**src/rtl/otter_muldiv.sv**
```systemverilog
// otter_muldiv: iterative RV32M multiply/divide execute unit.
// One shift-add or restoring-divide step per clock, then a sign fix.
module otter_muldiv #(
  parameter int XLEN = 32
) (
  input  logic            CLK,
  input  logic            RST,
  input  logic            start,
  input  logic            flush,
  input  logic [2:0]      funct3,
  input  logic [XLEN-1:0] A,
  input  logic [XLEN-1:0] B,
  output logic            busy,
  output logic            done,
  output logic [XLEN-1:0] result
);

  localparam logic [1:0] IDLE = 2'd0;
  localparam logic [1:0] CALC = 2'd1;
  localparam logic [1:0] FIX  = 2'd2;
  localparam logic [1:0] DONE = 2'd3;

  localparam int CW = $clog2(XLEN) + 1;
  localparam logic [XLEN-1:0] MINV = {1'b1, {(XLEN-1){1'b0}}};

  logic [1:0]        state;
  logic [CW-1:0]     cnt;
  logic [2:0]        op;
  logic              sa;
  logic              sb;
  logic [XLEN-1:0]   dvs;
  logic [2*XLEN-1:0] acc;

  logic            is_div;
  logic            a_sgn;
  logic            b_sgn;
  logic            neg_a;
  logic            neg_b;
  logic [XLEN-1:0] mag_a;
  logic [XLEN-1:0] mag_b;
  logic            dz;
  logic            ovf;
  logic            fast;
  logic [XLEN-1:0] fast_res;

  // decode request: signedness, magnitudes and divide short-cuts
  always_comb begin
    is_div = funct3[2];
    a_sgn  = (funct3 != 3'b011) && !(is_div && funct3[0]);
    b_sgn  = a_sgn && (funct3 != 3'b010);
    neg_a  = a_sgn && A[XLEN-1];
    neg_b  = b_sgn && B[XLEN-1];
    mag_a  = neg_a ? (~A + 1'b1) : A;
    mag_b  = neg_b ? (~B + 1'b1) : B;
    dz     = (B == '0);
    ovf    = !funct3[0] && (A == MINV) && (B == '1);
    fast   = is_div && (dz || ovf);
    if (dz) fast_res = funct3[1] ? A : '1;
    else    fast_res = funct3[1] ? '0 : A;
  end

  logic [XLEN:0]     mul_sum;
  logic [2*XLEN-1:0] mul_nxt;
  logic [XLEN:0]     div_sh;
  logic [XLEN:0]     div_df;
  logic [2*XLEN-1:0] div_nxt;

  // one multiply step and one restoring-divide step on acc
  always_comb begin
    mul_sum = {1'b0, acc[2*XLEN-1:XLEN]}
            + (acc[0] ? {1'b0, dvs} : '0);
    mul_nxt = {mul_sum, acc[XLEN-1:1]};
    div_sh  = acc[2*XLEN-1:XLEN-1];
    div_df  = div_sh - {1'b0, dvs};
    if (div_df[XLEN])
      div_nxt = {div_sh[XLEN-1:0], acc[XLEN-2:0], 1'b0};
    else
      div_nxt = {div_df[XLEN-1:0], acc[XLEN-2:0], 1'b1};
  end

  logic [2*XLEN-1:0] prod;
  logic [XLEN-1:0]   quo;
  logic [XLEN-1:0]   rmd;
  logic [XLEN-1:0]   fix_res;

  // sign correction and output select
  always_comb begin
    prod = (sa ^ sb) ? (~acc + 1'b1) : acc;
    quo  = (sa ^ sb) ? (~acc[XLEN-1:0] + 1'b1)
                     : acc[XLEN-1:0];
    rmd  = sa ? (~acc[2*XLEN-1:XLEN] + 1'b1)
              : acc[2*XLEN-1:XLEN];
    fix_res = '0;
    unique case (1'b1)
      (op == 3'b000):                 fix_res = prod[XLEN-1:0];
      (!op[2] && op[1:0] != 2'b00):   fix_res = prod[2*XLEN-1:XLEN];
      (op[2] && op[1]):               fix_res = rmd;
      (op[2] && !op[1]):              fix_res = quo;
      default:                        fix_res = '0;
    endcase
  end

  // control FSM and datapath registers
  always_ff @(posedge CLK or posedge RST) begin
    if (RST) begin
      state  <= IDLE;
      cnt    <= '0;
      op     <= '0;
      sa     <= 1'b0;
      sb     <= 1'b0;
      dvs    <= '0;
      acc    <= '0;
      result <= '0;
    end else begin
      unique case (state)
        IDLE, DONE: begin
          if (flush) begin
            state <= IDLE;
          end else if (start) begin
            op  <= funct3;
            sa  <= neg_a;
            sb  <= neg_b;
            cnt <= '0;
            if (fast) begin
              result <= fast_res;
              state  <= DONE;
            end else begin
              dvs   <= is_div ? mag_b : mag_a;
              acc   <= is_div ? {{XLEN{1'b0}}, mag_a}
                              : {{XLEN{1'b0}}, mag_b};
              state <= CALC;
            end
          end else begin
            state <= IDLE;
          end
        end
        CALC: begin
          if (flush) begin
            state <= IDLE;
          end else begin
            acc <= op[2] ? div_nxt : mul_nxt;
            cnt <= cnt + CW'(1);
            if (cnt == CW'(XLEN - 1)) state <= FIX;
          end
        end
        FIX: begin
          if (flush) begin
            state <= IDLE;
          end else begin
            result <= fix_res;
            state  <= DONE;
          end
        end
        default: state <= IDLE;
      endcase
    end
  end

  assign busy = (state == CALC) || (state == FIX);
  assign done = (state == DONE);

endmodule
```
**config.mk**
```make
export PLATFORM = sky130hd
export DESIGN_NAME = otter_muldiv
export DESIGN_NICKNAME = d
export VERILOG_FILES = /design/src/rtl/otter_muldiv.sv
export SDC_FILE = /design/constraint.sdc
export NUM_CORES = 1
export LEC_CHECK = 0
export CORE_ASPECT_RATIO = 0.5
export CORE_MARGIN = 2
export CORE_UTILIZATION = 40
export DETAILED_ROUTE_END_ITERATION = 10
export PLACE_DENSITY = 0.57
export REMOVE_ABC_BUFFERS = 1
export SYNTH_ARGS = -nofsm -noshare
export SYNTH_HDL_FRONTEND = slang
export SYNTH_SLANG_ARGS = --single-unit
```
**constraint.sdc**
```tcl
create_clock -name CLK -period 10.7 [get_ports CLK]
set_input_delay 1.605 -clock CLK [delete_from_list [all_inputs] [get_ports CLK]]
set_output_delay 1.605 -clock CLK [all_outputs]
set_load 0.01 [all_outputs]
```
==> flow_summary.html, run 1 <==
<table>
<tr><th>Metric</th><th>Value</th></tr>
<tr><th colspan="2">Run status</th></tr>
<tr><td>Run status</td><td>finished, final reports clean</td></tr>
<tr><th colspan="2">Floorplan</th></tr>
<tr><td>Initial cell density of the core</td><td>40.4%</td></tr>
<tr><td>Chip Width</td><td>278 µm</td></tr>
<tr><td>Area of the die</td><td>0.0392 mm²</td></tr>
<tr><td>Row cnt</td><td>50</td></tr>
<tr><td>Die Span Y</td><td>141 µm</td></tr>
<tr><td>Ports placed on the boundary</td><td>105</td></tr>
<tr><td>Placeable core area</td><td>0.0372 mm²</td></tr>
<tr><th colspan="2">Logic synthesis</th></tr>
<tr><td>Count of distinct cell types in the synthesized netlist</td><td>80</td></tr>
<tr><td>Share of the synthesized area in the top cell type</td><td>23.5%</td></tr>
<tr><td>Area contributors post-synth</td><td>dfrtp_1 23%, o21ai_0 7.3%, a21oi_1 7.2%</td></tr>
<tr><td>Portion of the post-synthesis area used by sequential elements</td><td>23.5%</td></tr>
<tr><td>Main flop type after synthesis</td><td>dfrtp_1</td></tr>
<tr><td>Cells after synthesis</td><td>2080</td></tr>
<tr><td>Number of warning messages in the yosys log</td><td>0</td></tr>
<tr><td>Average instance area after synthesis</td><td>7.22 µm²</td></tr>
<tr><td>Yosys top cell by area</td><td>dfrtp_1</td></tr>
<tr><td>Post-synth EDFFs</td><td>0</td></tr>
<tr><td>Asr flop ratio synth</td><td>100%</td></tr>
<tr><td>Netlist area before placement</td><td>0.0150 mm²</td></tr>
<tr><td>Number of flip-flops and latches in the synthesized netlist</td><td>141</td></tr>
<tr><th colspan="2">Min path</th></tr>
<tr><td>Kind of path behind the tightest hold check</td><td>reg2reg</td></tr>
<tr><th colspan="2">GRT</th></tr>
<tr><td>Global-route congestion overflow total</td><td>0</td></tr>
<tr><td>Antenna violations before repair</td><td>7</td></tr>
<tr><td>Pin count of the biggest net entering global routing</td><td>100</td></tr>
<tr><td>Via count of the first global-routing pass</td><td>13.7k</td></tr>
<tr><td>Wire length of the first global-routing pass</td><td>84.8 mm</td></tr>
<tr><td>Total routing resource utilization after global routing</td><td>28.2%</td></tr>
<tr><th colspan="2">Setup path</th></tr>
<tr><td>Worst setup path category</td><td>in2reg</td></tr>
<tr><td>Crit path launch type</td><td>primary input</td></tr>
<tr><td>Data required time at the worst endpoint</td><td>11.02 ns</td></tr>
<tr><td>Element type at the critical path end</td><td>flop</td></tr>
<tr><td>Critical Path Fanout Max</td><td>65</td></tr>
<tr><td>Crit path DAT</td><td>6.29 ns</td></tr>
<tr><th colspan="2">Power</th></tr>
<tr><td>Leak Pwr</td><td>6.88 nW</td></tr>
<tr><td>Maximum ir drop on the vdd rail</td><td>219 µV</td></tr>
<tr><td>Cell Pwr Density</td><td>377 mW/mm²</td></tr>
<tr><th colspan="2">Timing</th></tr>
<tr><td>Minimum hold slack</td><td>0.472 ns</td></tr>
<tr><td>Setup-violating endpoint count in the final report</td><td>0</td></tr>
<tr><td>Crit path setup slack, layout</td><td>4.73 ns</td></tr>
<tr><td>RSZ-0062 raised after global routing</td><td>no</td></tr>
<tr><td>Worst Tran Pin Value</td><td>1.06 ns</td></tr>
<tr><td>Final Max Slew Viols</td><td>0</td></tr>
<tr><td>Total negative setup slack</td><td>0 ns</td></tr>
<tr><td>Final worst path period share</td><td>55.8%</td></tr>
<tr><td>Fmax</td><td>0.168 GHz</td></tr>
<tr><td>Number of endpoints with negative hold slack in the final report</td><td>0</td></tr>
<tr><td>Slew HR</td><td>29.7%</td></tr>
<tr><td>Worst clock skew</td><td>0.0130 ns</td></tr>
<tr><td>Shortest clock period the worst path allows after layout</td><td>5.97 ns</td></tr>
<tr><th colspan="2">Finish</th></tr>
<tr><td>Number of diodes added for antenna fixing</td><td>0</td></tr>
<tr><td>Commonest non-fill, non-tap cells in the layout</td><td>243 x nor2_1, 237 x nand2_1, 218 x o21ai_0</td></tr>
<tr><td>Fill count</td><td>3774</td></tr>
<tr><td>Final Net Count</td><td>2218</td></tr>
<tr><td>Fraction of final layout cells sized beyond drive strength 1</td><td>5.76%</td></tr>
<tr><td>Area growth from synthesis to layout</td><td>12.7%</td></tr>
<tr><td>Non-filler cells in the finished layout</td><td>2578</td></tr>
<tr><td>Most common cell after layout, fill and taps aside</td><td>nor2_1</td></tr>
<tr><th colspan="2">Clock network</th></tr>
<tr><td>Hold-fix buffer count after cts</td><td>0</td></tr>
<tr><td>Post-CTS Setup Inserts</td><td>0</td></tr>
<tr><td>Number of levels the H-tree was split into</td><td>4</td></tr>
<tr><td># resized after CTS</td><td>0</td></tr>
<tr><td>Clock Latency Late Sink</td><td>0.46 ns</td></tr>
<tr><td>Sink count of the clock tree</td><td>141</td></tr>
<tr><td>Clock root buffer master</td><td>clkbuf_16</td></tr>
<tr><td>Clock-pin slew on the worst setup and hold paths</td><td>0.06 ns</td></tr>
<tr><td>TritonCTS clock tree</td><td>built</td></tr>
<tr><td>CTS buffer count</td><td>17</td></tr>
<tr><td>Bufs on Longest Clock Path</td><td>2</td></tr>
<tr><th colspan="2">Drt</th></tr>
<tr><td>DRC violation count after routing</td><td>0</td></tr>
<tr><td>Iteration-0 DRC count of the detailed router</td><td>1972</td></tr>
<tr><td>Number of optimization iterations in the first detailed-route pass</td><td>6</td></tr>
<tr><td>Total Wirelength</td><td>55.2 mm</td></tr>
<tr><td>Average routed wire per standard cell</td><td>21.4 µm</td></tr>
<tr><td>Post-route ant nets</td><td>0</td></tr>
<tr><td>Vias</td><td>15.3k</td></tr>
<tr><td>Via/cell ratio</td><td>5.95</td></tr>
<tr><th colspan="2">Place</th></tr>
<tr><td>Total of buffers placed on input and output ports</td><td>104</td></tr>
<tr><td># placed instances</td><td>2547</td></tr>
<tr><td>Gpl congestion</td><td>0.925</td></tr>
<tr><td>DPL Wire Length</td><td>41.7 mm</td></tr>
<tr><td>Setup WS pre-CTS</td><td>4.36 ns</td></tr>
<tr><th colspan="2">Run</th></tr>
<tr><td>Number of max-cap violations</td><td>0</td></tr>
</table>
## cell usage after synthesis, types with 16 or more instances
library cell,number
o221ai_1,26
nand2_1,237
a21o_1,32
nor4_1,21
clkbuf_1,119
xnor2_1,90
nand3_1,24
a211oi_1,34
xor2_1,98
inv_1,63
a31oi_1,16
nand4_1,18
dfrtp_1,141
o31ai_1,26
buf_2,19
nor3_1,42
ha_1,73
nor2b_1,16
nor2_1,243
a22oi_1,28
o21ai_0,220
mux2_2,27
a21oi_1,216
## kinds of logic after synthesis
group / count (synthesis) / share of synthesized area (%)
buffers and inverters: 217 / 5.70
AND/OR/NAND/NOR: 697 / 21.1
AO/OA/AOI/OAI: 720 / 29.3
adder cells (fa/ha/maj): 75 / 6.34
multiplexers: 41 / 2.96
flip-flops: 141 / 23.5
XOR/XNOR: 189 / 11.1
## worst paths after layout
kind	end	slack [ns]	startpoint	cells past startpoint
max	acc[61]	4.73	B[9]	12
min	result[26]	0.47	result[26]	2
max reg2reg	acc[61]	6.38	acc[31]	14
min reg2reg	result[26]	0.47	result[26]	2
max in group asynchronous	acc[56]	7.73	RST	3
min in group asynchronous	result[4]	1.70	RST	2
## worst max-delay path: stages
cell	delay (ns)
clkdlybuf4s50_1	0.51
nor4_1	0.55
nand4_1	0.48
nor4b_2	0.34
buf_4	0.55
o21bai_1	0.27
a31oi_1	0.37
nand2_1	0.75
nor2b_1	0.28
a221o_1	0.35
a21oi_1	0.12
o21ai_0	0.10
## per-layer routing
| layer | vias up | track usage [%] | routed length (µm) |
|---|---|---|---|
| li1 | 7456 | - | - |
| met2 | 595 | 38.9 | 21800 |
| met1 | 7230 | 42.9 | 26800 |
| met5 | - | 0 | 31 |
| met3 | 59 | 7.67 | 5750 |
| met4 | 4 | 6.69 | 872 |
## flip-flops by register name, indices dropped and copies added (netlist names)
signal,flops
op,3
cnt,6
dvs,32
state,2
sa,1
result,32
acc,64
sb,1
## where the power goes
group / internal (mW) / switching, mW
Clock: 0.399 / 0.254
Sequential: 0.769 / 0.501
Combinational: 1.76 / 2.70
Total: 2.93 / 3.46
## layout make-up
class / count / area, µm² / area share (%)
Clock buffer: 19 / 453 / 2.68
Clock inverter: 12 / 169 / 0.998
Timing Repair Buffer: 126 / 1200 / 7.10
Tap cell: 494 / 618 / 3.65
Inverter: 64 / 245 / 1.45
Sequential cell: 141 / 3530 / 20.9
Multi-Input combinational cell: 1722 / 10700 / 63.3
## per-stage QoR
| stage | util [%] | area [µm²] | total power [mW] |
|---|---|---|---|
| floorplan | - | 14400 | 4.25 |
| global placement | 43.8 | 16300 | 5.61 |
| detailed placement | 43.8 | 16300 | 5.60 |
| CTS | 45.5 | 16900 | 6.29 |
| global route | 45.5 | 16900 | 6.90 |
| finish | 45.5 | 16900 | 6.39 |
No activity file was read; power rests on OpenSTA's default activity.
==> run 2: changes to the inputs <==
--- a/config.mk
+++ b/config.mk
@@ -9,7 +9,7 @@
 export CORE_MARGIN = 2
 export CORE_UTILIZATION = 40
 export DETAILED_ROUTE_END_ITERATION = 10
-export PLACE_DENSITY = 0.57
+export PLACE_DENSITY = 0.59
 export REMOVE_ABC_BUFFERS = 1
 export SYNTH_ARGS = -nofsm -noshare
 export SYNTH_HDL_FRONTEND = slang
==> constraint.sdc (replaced) <==
create_clock -name CLK -period 5.1 [get_ports CLK]
set_input_delay 0.765 -clock CLK [delete_from_list [all_inputs] [get_ports CLK]]
set_output_delay 0.765 -clock CLK [all_outputs]
set_load 0.01 [all_outputs]
==> run 2 against run 1 <==
Highest routed layer unchanged. Largest power group unchanged. Sequential cell count stayed put. Sequential share of layout area is 0.16 points lower. Register-to-register slack worse by 5.5 ns. First-iteration DRC count is 1.2% higher. Core utilization is 0.34 points higher. Wire length is 0.81% higher. Final area is 0.75% higher. Clock skew is 0.0022 ns lower. Combinational power is 110% higher. Total power is 110% higher. Hold slack better by 0.0050 ns. Clock power is 93% higher.
==> flow_summary.html, run 2 (same netlist as run 1, synthesis figures left out) <==
<table>
<tr><th>Metric</th><th>Value</th></tr>
<tr><th colspan="2">Clock network</th></tr>
<tr><td>Clock Latency Late Sink</td><td>0.46 ns</td></tr>
<tr><td>TritonCTS clock tree</td><td>built</td></tr>
<tr><td>Clock-pin slew on the worst setup and hold paths</td><td>0.07 ns</td></tr>
<tr><td>Hold-fix buffer count after cts</td><td>0</td></tr>
<tr><td>Bufs on Longest Clock Path</td><td>2</td></tr>
<tr><td>Sink count of the clock tree</td><td>141</td></tr>
<tr><td>CTS buffer count</td><td>17</td></tr>
<tr><td>Clock root buffer master</td><td>clkbuf_16</td></tr>
<tr><td>Post-CTS Setup Inserts</td><td>0</td></tr>
<tr><td># resized after CTS</td><td>0</td></tr>
<tr><td>Number of levels the H-tree was split into</td><td>4</td></tr>
<tr><th colspan="2">GRT</th></tr>
<tr><td>Pin count of the biggest net entering global routing</td><td>70</td></tr>
<tr><td>Total routing resource utilization after global routing</td><td>28.2%</td></tr>
<tr><td>Wire length of the first global-routing pass</td><td>85.0 mm</td></tr>
<tr><td>Global-route congestion overflow total</td><td>0</td></tr>
<tr><td>Antenna violations before repair</td><td>6</td></tr>
<tr><td>Via count of the first global-routing pass</td><td>13.8k</td></tr>
<tr><th colspan="2">Power</th></tr>
<tr><td>Int Power</td><td>6.08 mW</td></tr>
<tr><td>Switch Pwr</td><td>7.29 mW</td></tr>
<tr><td>Leak Pwr</td><td>6.95 nW</td></tr>
<tr><td>Logic gate share of total power</td><td>71.4%</td></tr>
<tr><td>Portion of total power attributed to sequential cells</td><td>19.2%</td></tr>
<tr><td>Maximum ir drop on the vdd rail</td><td>364 µV</td></tr>
<tr><td>Share of power burned in the clock network</td><td>9.4%</td></tr>
<tr><td>Net switching share of the total power</td><td>54.5%</td></tr>
<tr><td>Cell Pwr Density</td><td>784 mW/mm²</td></tr>
<tr><th colspan="2">Timing</th></tr>
<tr><td>Shortest clock period the worst path allows after layout</td><td>4.22 ns</td></tr>
<tr><td>Final worst path period share</td><td>82.8%</td></tr>
<tr><td>Final Max Slew Viols</td><td>0</td></tr>
<tr><td>Total negative setup slack</td><td>0 ns</td></tr>
<tr><td>Setup-violating endpoint count in the final report</td><td>0</td></tr>
<tr><td>Worst clock skew</td><td>0.0107 ns</td></tr>
<tr><td>Slew HR</td><td>23.3%</td></tr>
<tr><td>RSZ-0062 raised after global routing</td><td>no</td></tr>
<tr><td>Worst Tran Pin Value</td><td>1.15 ns</td></tr>
<tr><td>Crit path setup slack, layout</td><td>0.876 ns</td></tr>
<tr><td>Number of endpoints with negative hold slack in the final report</td><td>0</td></tr>
<tr><td>Fmax</td><td>0.237 GHz</td></tr>
<tr><th colspan="2">Floorplan</th></tr>
<tr><td>Area of the die</td><td>0.0392 mm²</td></tr>
<tr><td>Row cnt</td><td>50</td></tr>
<tr><td>Placeable core area</td><td>0.0372 mm²</td></tr>
<tr><td>Ports placed on the boundary</td><td>105</td></tr>
<tr><td>Die Span Y</td><td>141 µm</td></tr>
<tr><td>Initial cell density of the core</td><td>40.4%</td></tr>
<tr><td>Chip Width</td><td>278 µm</td></tr>
<tr><th colspan="2">Drt</th></tr>
<tr><td>Post-route ant nets</td><td>0</td></tr>
<tr><td>Average routed wire per standard cell</td><td>21.4 µm</td></tr>
<tr><td>Total Wirelength</td><td>55.7 mm</td></tr>
<tr><td>Via/cell ratio</td><td>6.01</td></tr>
<tr><td>DRC violation count after routing</td><td>0</td></tr>
<tr><td>Iteration-0 DRC count of the detailed router</td><td>1996</td></tr>
<tr><td>Vias</td><td>15.6k</td></tr>
<tr><td>Number of optimization iterations in the first detailed-route pass</td><td>6</td></tr>
<tr><th colspan="2">Setup path</th></tr>
<tr><td>Element type at the critical path end</td><td>flop</td></tr>
<tr><td>Worst setup path category</td><td>reg2reg</td></tr>
<tr><td>Data required time at the worst endpoint</td><td>5.48 ns</td></tr>
<tr><td>Crit path DAT</td><td>4.61 ns</td></tr>
<tr><td>Critical Path Fanout Max</td><td>12</td></tr>
<tr><td>Crit path launch type</td><td>flop</td></tr>
<tr><th colspan="2">Finish</th></tr>
<tr><td>Multi-input gate area</td><td>0.0107 mm²</td></tr>
<tr><td>Register Area</td><td>0.00353 mm²</td></tr>
<tr><td>Fraction of final layout cells sized beyond drive strength 1</td><td>6.65%</td></tr>
<tr><td>Commonest non-fill, non-tap cells in the layout</td><td>243 x nor2_1, 237 x nand2_1, 218 x o21ai_0</td></tr>
<tr><td>Most common cell after layout, fill and taps aside</td><td>nor2_1</td></tr>
<tr><td>Area growth from synthesis to layout</td><td>13.5%</td></tr>
<tr><td>Post-route design area</td><td>0.0171 mm²</td></tr>
<tr><td>Largest register by flop count</td><td>acc</td></tr>
<tr><td>Flip-flop count of the largest register, all copies and words added</td><td>64</td></tr>
<tr><td>Non-filler cells in the finished layout</td><td>2598</td></tr>
<tr><td>Number of diodes added for antenna fixing</td><td>0</td></tr>
<tr><td>Final Net Count</td><td>2237</td></tr>
<tr><td>Biggest regs</td><td>acc x64, dvs x32, result x32</td></tr>
<tr><td>Fill count</td><td>3818</td></tr>
<tr><th colspan="2">Place</th></tr>
<tr><td>Setup WS pre-CTS</td><td>0.609 ns</td></tr>
<tr><td>DPL Wire Length</td><td>42.7 mm</td></tr>
<tr><td># placed instances</td><td>2566</td></tr>
<tr><td>Post-detailed-placement cell area</td><td>0.0165 mm²</td></tr>
<tr><td>Gpl congestion</td><td>0.943</td></tr>
<tr><td>Total of buffers placed on input and output ports</td><td>104</td></tr>
<tr><th colspan="2">Min path</th></tr>
<tr><td>Kind of path behind the tightest hold check</td><td>reg2reg</td></tr>
<tr><th colspan="2">Run</th></tr>
<tr><td>Number of max-cap violations</td><td>0</td></tr>
<tr><th colspan="2">Run status</th></tr>
<tr><td>Run status</td><td>finished, final reports clean</td></tr>
</table>
run 2: cell count changes in the layout (fill, tap and decap cells not counted), sizes merged:
cell	delta
buf	+19
clkinvlp	+4
bufinv	-3
clkbuf	-2
inv	+2
run 2: cell type report:
class	count	share of cell area, %
Multi-Input combinational cell	1722	62.8
Sequential cell	141	20.7
Timing Repair Buffer	145	8.10
Tap cell	494	3.62
Clock buffer	17	2.49
Inverter	64	1.44
Clock inverter	15	0.844
run 2: path summary, 6_finish.rpt:
check	start	endpoint	slack, ns	cells after the start
worst max register to register	acc[0]	acc[61]	0.88	14
min in group asynchronous	RST	acc[6]	0.79	2
max in group asynchronous	RST	dvs[25]	3.28	3
worst max-delay path	acc[0]	acc[61]	0.88	14
worst min register to register	result[27]	result[27]	0.48	2
worst min-delay path	result[27]	result[27]	0.48	2
run 2: layer usage:
layer	GRT usage (%)	wire length, µm
met5	0	13
met4	6.69	974
met3	4.61	4670
met2	38.8	22000
met1	44.8	28000
run 2: stage by stage:
step / power (mW) / util [%] / hold WS [ns]
finish: 13.4 / 45.8 / 0.477
global route: 14.4 / 45.8 / 0.511
CTS: 13.2 / 45.8 / 0.476
detailed placement: 11.8 / 44.3 / 0.461
global placement: 11.8 / 44.3 / 0.454
floorplan: 8.91 / - / 0.439
run 2: power by group through the flow:
stage / Combinational [mW] / Clock, mW / Sequential [mW]
finish: 9.55 / 1.26 / 2.57
floorplan: 6.62 / 0 / 2.29
global route: 10.5 / 1.31 / 2.64
global placement: 9.31 / 0 / 2.53
detailed placement: 9.30 / 0 / 2.54
CTS: 9.37 / 1.27 / 2.52
run 2: critical path, stage by stage (launching register included):
cell,delay (ns)
dfrtp_1,0.51
inv_1,0.40
nor2_1,0.08
ha_1,0.34
nor2b_1,0.16
o31a_1,0.28
o41ai_1,0.41
o31a_1,0.25
o31a_1,0.29
o31ai_1,0.12
buf_4,0.16
a311o_1,0.40
a2111oi_0,0.45
a41oi_1,0.12
o21ai_0,0.18
==> run 3: changes to the inputs <==
--- a/config.mk
+++ b/config.mk
@@ -9,7 +9,7 @@
 export CORE_MARGIN = 2
 export CORE_UTILIZATION = 40
 export DETAILED_ROUTE_END_ITERATION = 10
-export PLACE_DENSITY = 0.59
+export PLACE_DENSITY = 0.57
 export REMOVE_ABC_BUFFERS = 1
 export SYNTH_ARGS = -nofsm -noshare
 export SYNTH_HDL_FRONTEND = slang
==> constraint.sdc (replaced) <==
create_clock -name CLK -period 3.9 [get_ports CLK]
set_input_delay 0.585 -clock CLK [delete_from_list [all_inputs] [get_ports CLK]]
set_output_delay 0.585 -clock CLK [all_outputs]
set_load 0.01 [all_outputs]
==> run 3 against run 2 <==
Clock power rose by 38%. Setup slack worse by 0.58 ns. Largest cell class unchanged. Via count increased by 3.3%. Sequential cell count unchanged. Critical endpoint unchanged. Sequential power up 16%. Final area grew 4.8%. Count of clock-buffer cells in the layout rose by 9. Combinational power is 42% higher. Critical path type unchanged. Core utilization grew 2.2 points. Register-to-register slack worse by 0.58 ns. Maximum frequency is 17% higher.
==> flow_summary.html, run 3 (same netlist as run 1, synthesis figures left out) <==
<table>
<tr><th>Metric</th><th>Value</th></tr>
<tr><th colspan="2">Run status</th></tr>
<tr><td>Run status</td><td>finished, final reports clean</td></tr>
<tr><th colspan="2">Timing</th></tr>
<tr><td>Setup-violating endpoint count in the final report</td><td>0</td></tr>
<tr><td>Number of endpoints with negative hold slack in the final report</td><td>0</td></tr>
<tr><td>Crit path setup slack, layout</td><td>0.297 ns</td></tr>
<tr><td>Total negative setup slack</td><td>0 ns</td></tr>
<tr><td>Final Max Slew Viols</td><td>0</td></tr>
<tr><td>Final worst path period share</td><td>92.4%</td></tr>
<tr><td>Slew HR</td><td>42.8%</td></tr>
<tr><td>Worst clock skew</td><td>0.00848 ns</td></tr>
<tr><td>Fmax</td><td>0.278 GHz</td></tr>
<tr><td>RSZ-0062 raised after global routing</td><td>no</td></tr>
<tr><td>Shortest clock period the worst path allows after layout</td><td>3.60 ns</td></tr>
<tr><td>Worst Tran Pin Value</td><td>0.858 ns</td></tr>
<tr><td>Minimum hold slack</td><td>0.470 ns</td></tr>
<tr><th colspan="2">Power</th></tr>
<tr><td>Portion of total power attributed to sequential cells</td><td>16.3%</td></tr>
<tr><td>Share of power burned in the clock network</td><td>9.5%</td></tr>
<tr><td>Maximum ir drop on the vdd rail</td><td>585 µV</td></tr>
<tr><td>Total chip power</td><td>18.4 mW</td></tr>
<tr><td>Net switching share of the total power</td><td>53.4%</td></tr>
<tr><td>Logic gate share of total power</td><td>74.2%</td></tr>
<tr><td>Cell Pwr Density</td><td>1030 mW/mm²</td></tr>
<tr><td>Switch Pwr</td><td>9.81 mW</td></tr>
<tr><td>Leak Pwr</td><td>7.49 nW</td></tr>
<tr><td>Int Power</td><td>8.57 mW</td></tr>
<tr><th colspan="2">GRT</th></tr>
<tr><td>Wire length of the first global-routing pass</td><td>89.2 mm</td></tr>
<tr><td>Global-route congestion overflow total</td><td>0</td></tr>
<tr><td>Peak-usage layer in the global routing report</td><td>met1</td></tr>
<tr><td>Global routing usage on met2</td><td>41.3%</td></tr>
<tr><td>Via count of the first global-routing pass</td><td>14.4k</td></tr>
<tr><td>Met1 Use GR</td><td>45.6%</td></tr>
<tr><td>Met3 Usage GRT</td><td>7.36%</td></tr>
<tr><td>Total routing resource utilization after global routing</td><td>29.8%</td></tr>
<tr><td>Antenna violations before repair</td><td>6</td></tr>
<tr><td>Pin count of the biggest net entering global routing</td><td>65</td></tr>
<tr><th colspan="2">Finish</th></tr>
<tr><td>Commonest non-fill, non-tap cells in the layout</td><td>243 x nor2_1, 237 x nand2_1, 218 x o21ai_0</td></tr>
<tr><td>Area growth from synthesis to layout</td><td>19.0%</td></tr>
<tr><td>Biggest regs</td><td>acc x64, dvs x32, result x32</td></tr>
<tr><td>Flip-flop count of the largest register, all copies and words added</td><td>64</td></tr>
<tr><td>Final Net Count</td><td>2332</td></tr>
<tr><td>Fraction of final layout cells sized beyond drive strength 1</td><td>10.7%</td></tr>
<tr><td>Post-route design area</td><td>0.0179 mm²</td></tr>
<tr><td>Largest register by flop count</td><td>acc</td></tr>
<tr><td>Fill count</td><td>3695</td></tr>
<tr><td>Most common cell after layout, fill and taps aside</td><td>nor2_1</td></tr>
<tr><th colspan="2">Floorplan</th></tr>
<tr><td>Die Span Y</td><td>141 µm</td></tr>
<tr><td>Row cnt</td><td>50</td></tr>
<tr><td>Initial cell density of the core</td><td>40.4%</td></tr>
<tr><td>Area of the die</td><td>0.0392 mm²</td></tr>
<tr><td>Ports placed on the boundary</td><td>105</td></tr>
<tr><td>Chip Width</td><td>278 µm</td></tr>
<tr><td>Placeable core area</td><td>0.0372 mm²</td></tr>
<tr><th colspan="2">Clock network</th></tr>
<tr><td>Clock Latency Late Sink</td><td>0.46 ns</td></tr>
<tr><td>CTS buffer count</td><td>17</td></tr>
<tr><td>TritonCTS clock tree</td><td>built</td></tr>
<tr><td>Bufs on Longest Clock Path</td><td>2</td></tr>
<tr><td>Number of levels the H-tree was split into</td><td>4</td></tr>
<tr><td>Post-CTS Setup Inserts</td><td>0</td></tr>
<tr><td>Sink count of the clock tree</td><td>141</td></tr>
<tr><td>Clock root buffer master</td><td>clkbuf_16</td></tr>
<tr><td>Clock-pin slew on the worst setup and hold paths</td><td>0.07 ns</td></tr>
<tr><th colspan="2">Drt</th></tr>
<tr><td>Vias</td><td>16.1k</td></tr>
<tr><td>Average routed wire per standard cell</td><td>21.8 µm</td></tr>
<tr><td>Total Wirelength</td><td>58.7 mm</td></tr>
<tr><td>Iteration-0 DRC count of the detailed router</td><td>2117</td></tr>
<tr><td>Post-route ant nets</td><td>0</td></tr>
<tr><td>DRC violation count after routing</td><td>0</td></tr>
<tr><td>Via/cell ratio</td><td>5.99</td></tr>
<tr><td>Number of optimization iterations in the first detailed-route pass</td><td>7</td></tr>
<tr><th colspan="2">Setup path</th></tr>
<tr><td>Element type at the critical path end</td><td>flop</td></tr>
<tr><td>Reg2reg path depth</td><td>15</td></tr>
<tr><td>Critical Path Fanout Max</td><td>21</td></tr>
<tr><td>Data required time at the worst endpoint</td><td>4.28 ns</td></tr>
<tr><td>Chain of cells forming the critical path</td><td>inv_1, buf_4, nor2_1, ha_1, a21oi_1, nor2b_1, o21ai_0, nand2b_1, a311oi_1, o31ai_1, buf_4, a311o_1, a2111oi_0, a41oi_1, o21ai_0</td></tr>
<tr><td>Register-to-Register Setup Slack</td><td>0.30 ns</td></tr>
<tr><td>Crit path DAT</td><td>3.99 ns</td></tr>
<tr><td>Slowest stage cell on the critical path</td><td>a2111oi_0</td></tr>
<tr><td>Worst setup path category</td><td>reg2reg</td></tr>
<tr><td>Crit path launch type</td><td>flop</td></tr>
<tr><td>Delay of the slowest cell on the worst path</td><td>0.42 ns</td></tr>
<tr><th colspan="2">Min path</th></tr>
<tr><td>Hold depth</td><td>2</td></tr>
<tr><td>Kind of path behind the tightest hold check</td><td>reg2reg</td></tr>
<tr><th colspan="2">Run</th></tr>
<tr><td>Number of max-cap violations</td><td>0</td></tr>
<tr><th colspan="2">Place</th></tr>
<tr><td>Post-detailed-placement cell area</td><td>0.0173 mm²</td></tr>
<tr><td>DPL Wire Length</td><td>45.5 mm</td></tr>
<tr><td>Setup WS pre-CTS</td><td>0.153 ns</td></tr>
<tr><td>Total of buffers placed on input and output ports</td><td>104</td></tr>
<tr><td>Gpl congestion</td><td>0.963</td></tr>
</table>
run 3: cell types whose count changed in the layout (fill, tap and decap cells not counted), sizes merged:
cell / previous run / this run
buf: 42 / 137
clkbuf: 17 / 26
clkinvlp: 6 / 0
clkinv: 6 / 4
diode: 0 / 2
inv: 66 / 64
bufinv: 1 / 2
run 3: worst paths after layout:
path	startpoint	endpoint
worst max-delay path	acc[0]	acc[61]
worst min-delay path	dvs[27]	dvs[27]
worst max register to register	acc[0]	acc[61]
worst min register to register	dvs[27]	dvs[27]
max in group asynchronous	RST	sb
min in group asynchronous	RST	acc[7]
run 3: critical path, delay by kind of cell, from the launching register on:
family	cells	cell delay [ns]
compound gates	8	1.89
buf+inv	3	0.63
flops	1	0.40
fa+ha+maj	1	0.35
simple gates	3	0.25
run 3: metal layers:
layer	share of wire, %	routed length (µm)
met3	10	6130
met5	0	0
met2	39	23200
met1	48	28400
met4	1.8	1040
run 3: what timing repair did:
item,CTS,global route
gates resized for setup,0,3
endpoints found under the setup margin,0,8
hold buffers,0,0
run 3: cell type report:
cell class / instances / area (µm²) / share of cell area, %
multi-input cells: 1722 / 10700 / 60.0
clock buffers: 26 / 519 / 2.90
well taps: 494 / 618 / 3.46
diodes: 2 / 5.00 / 0.0280
clock inverters: 6 / 80.1 / 0.448
flip-flops and latches: 141 / 3530 / 19.7
inverters: 64 / 245 / 1.37
repair buffers: 240 / 2160 / 12.1
run 3: through the flow:
| step | util [%] | std cells |
|---|---|---|
| after floorplan | - | 1927 |
| after global placement | 46.4 | 2661 |
| after detailed placement | 46.4 | 2661 |
| after CTS | 48.0 | 2693 |
| after global routing | 48.0 | 2693 |
| final | 48.0 | 2695 |
run 3: power by group through the flow:
stage,logic [mW],registers (mW),clock network (mW)
final,13.6,2.99,1.74
after global routing,14.9,3.07,1.82
after CTS,13.3,2.94,1.77
after detailed placement,13.2,2.97,0
after global placement,13.2,2.96,0
after floorplan,8.66,3.00,0
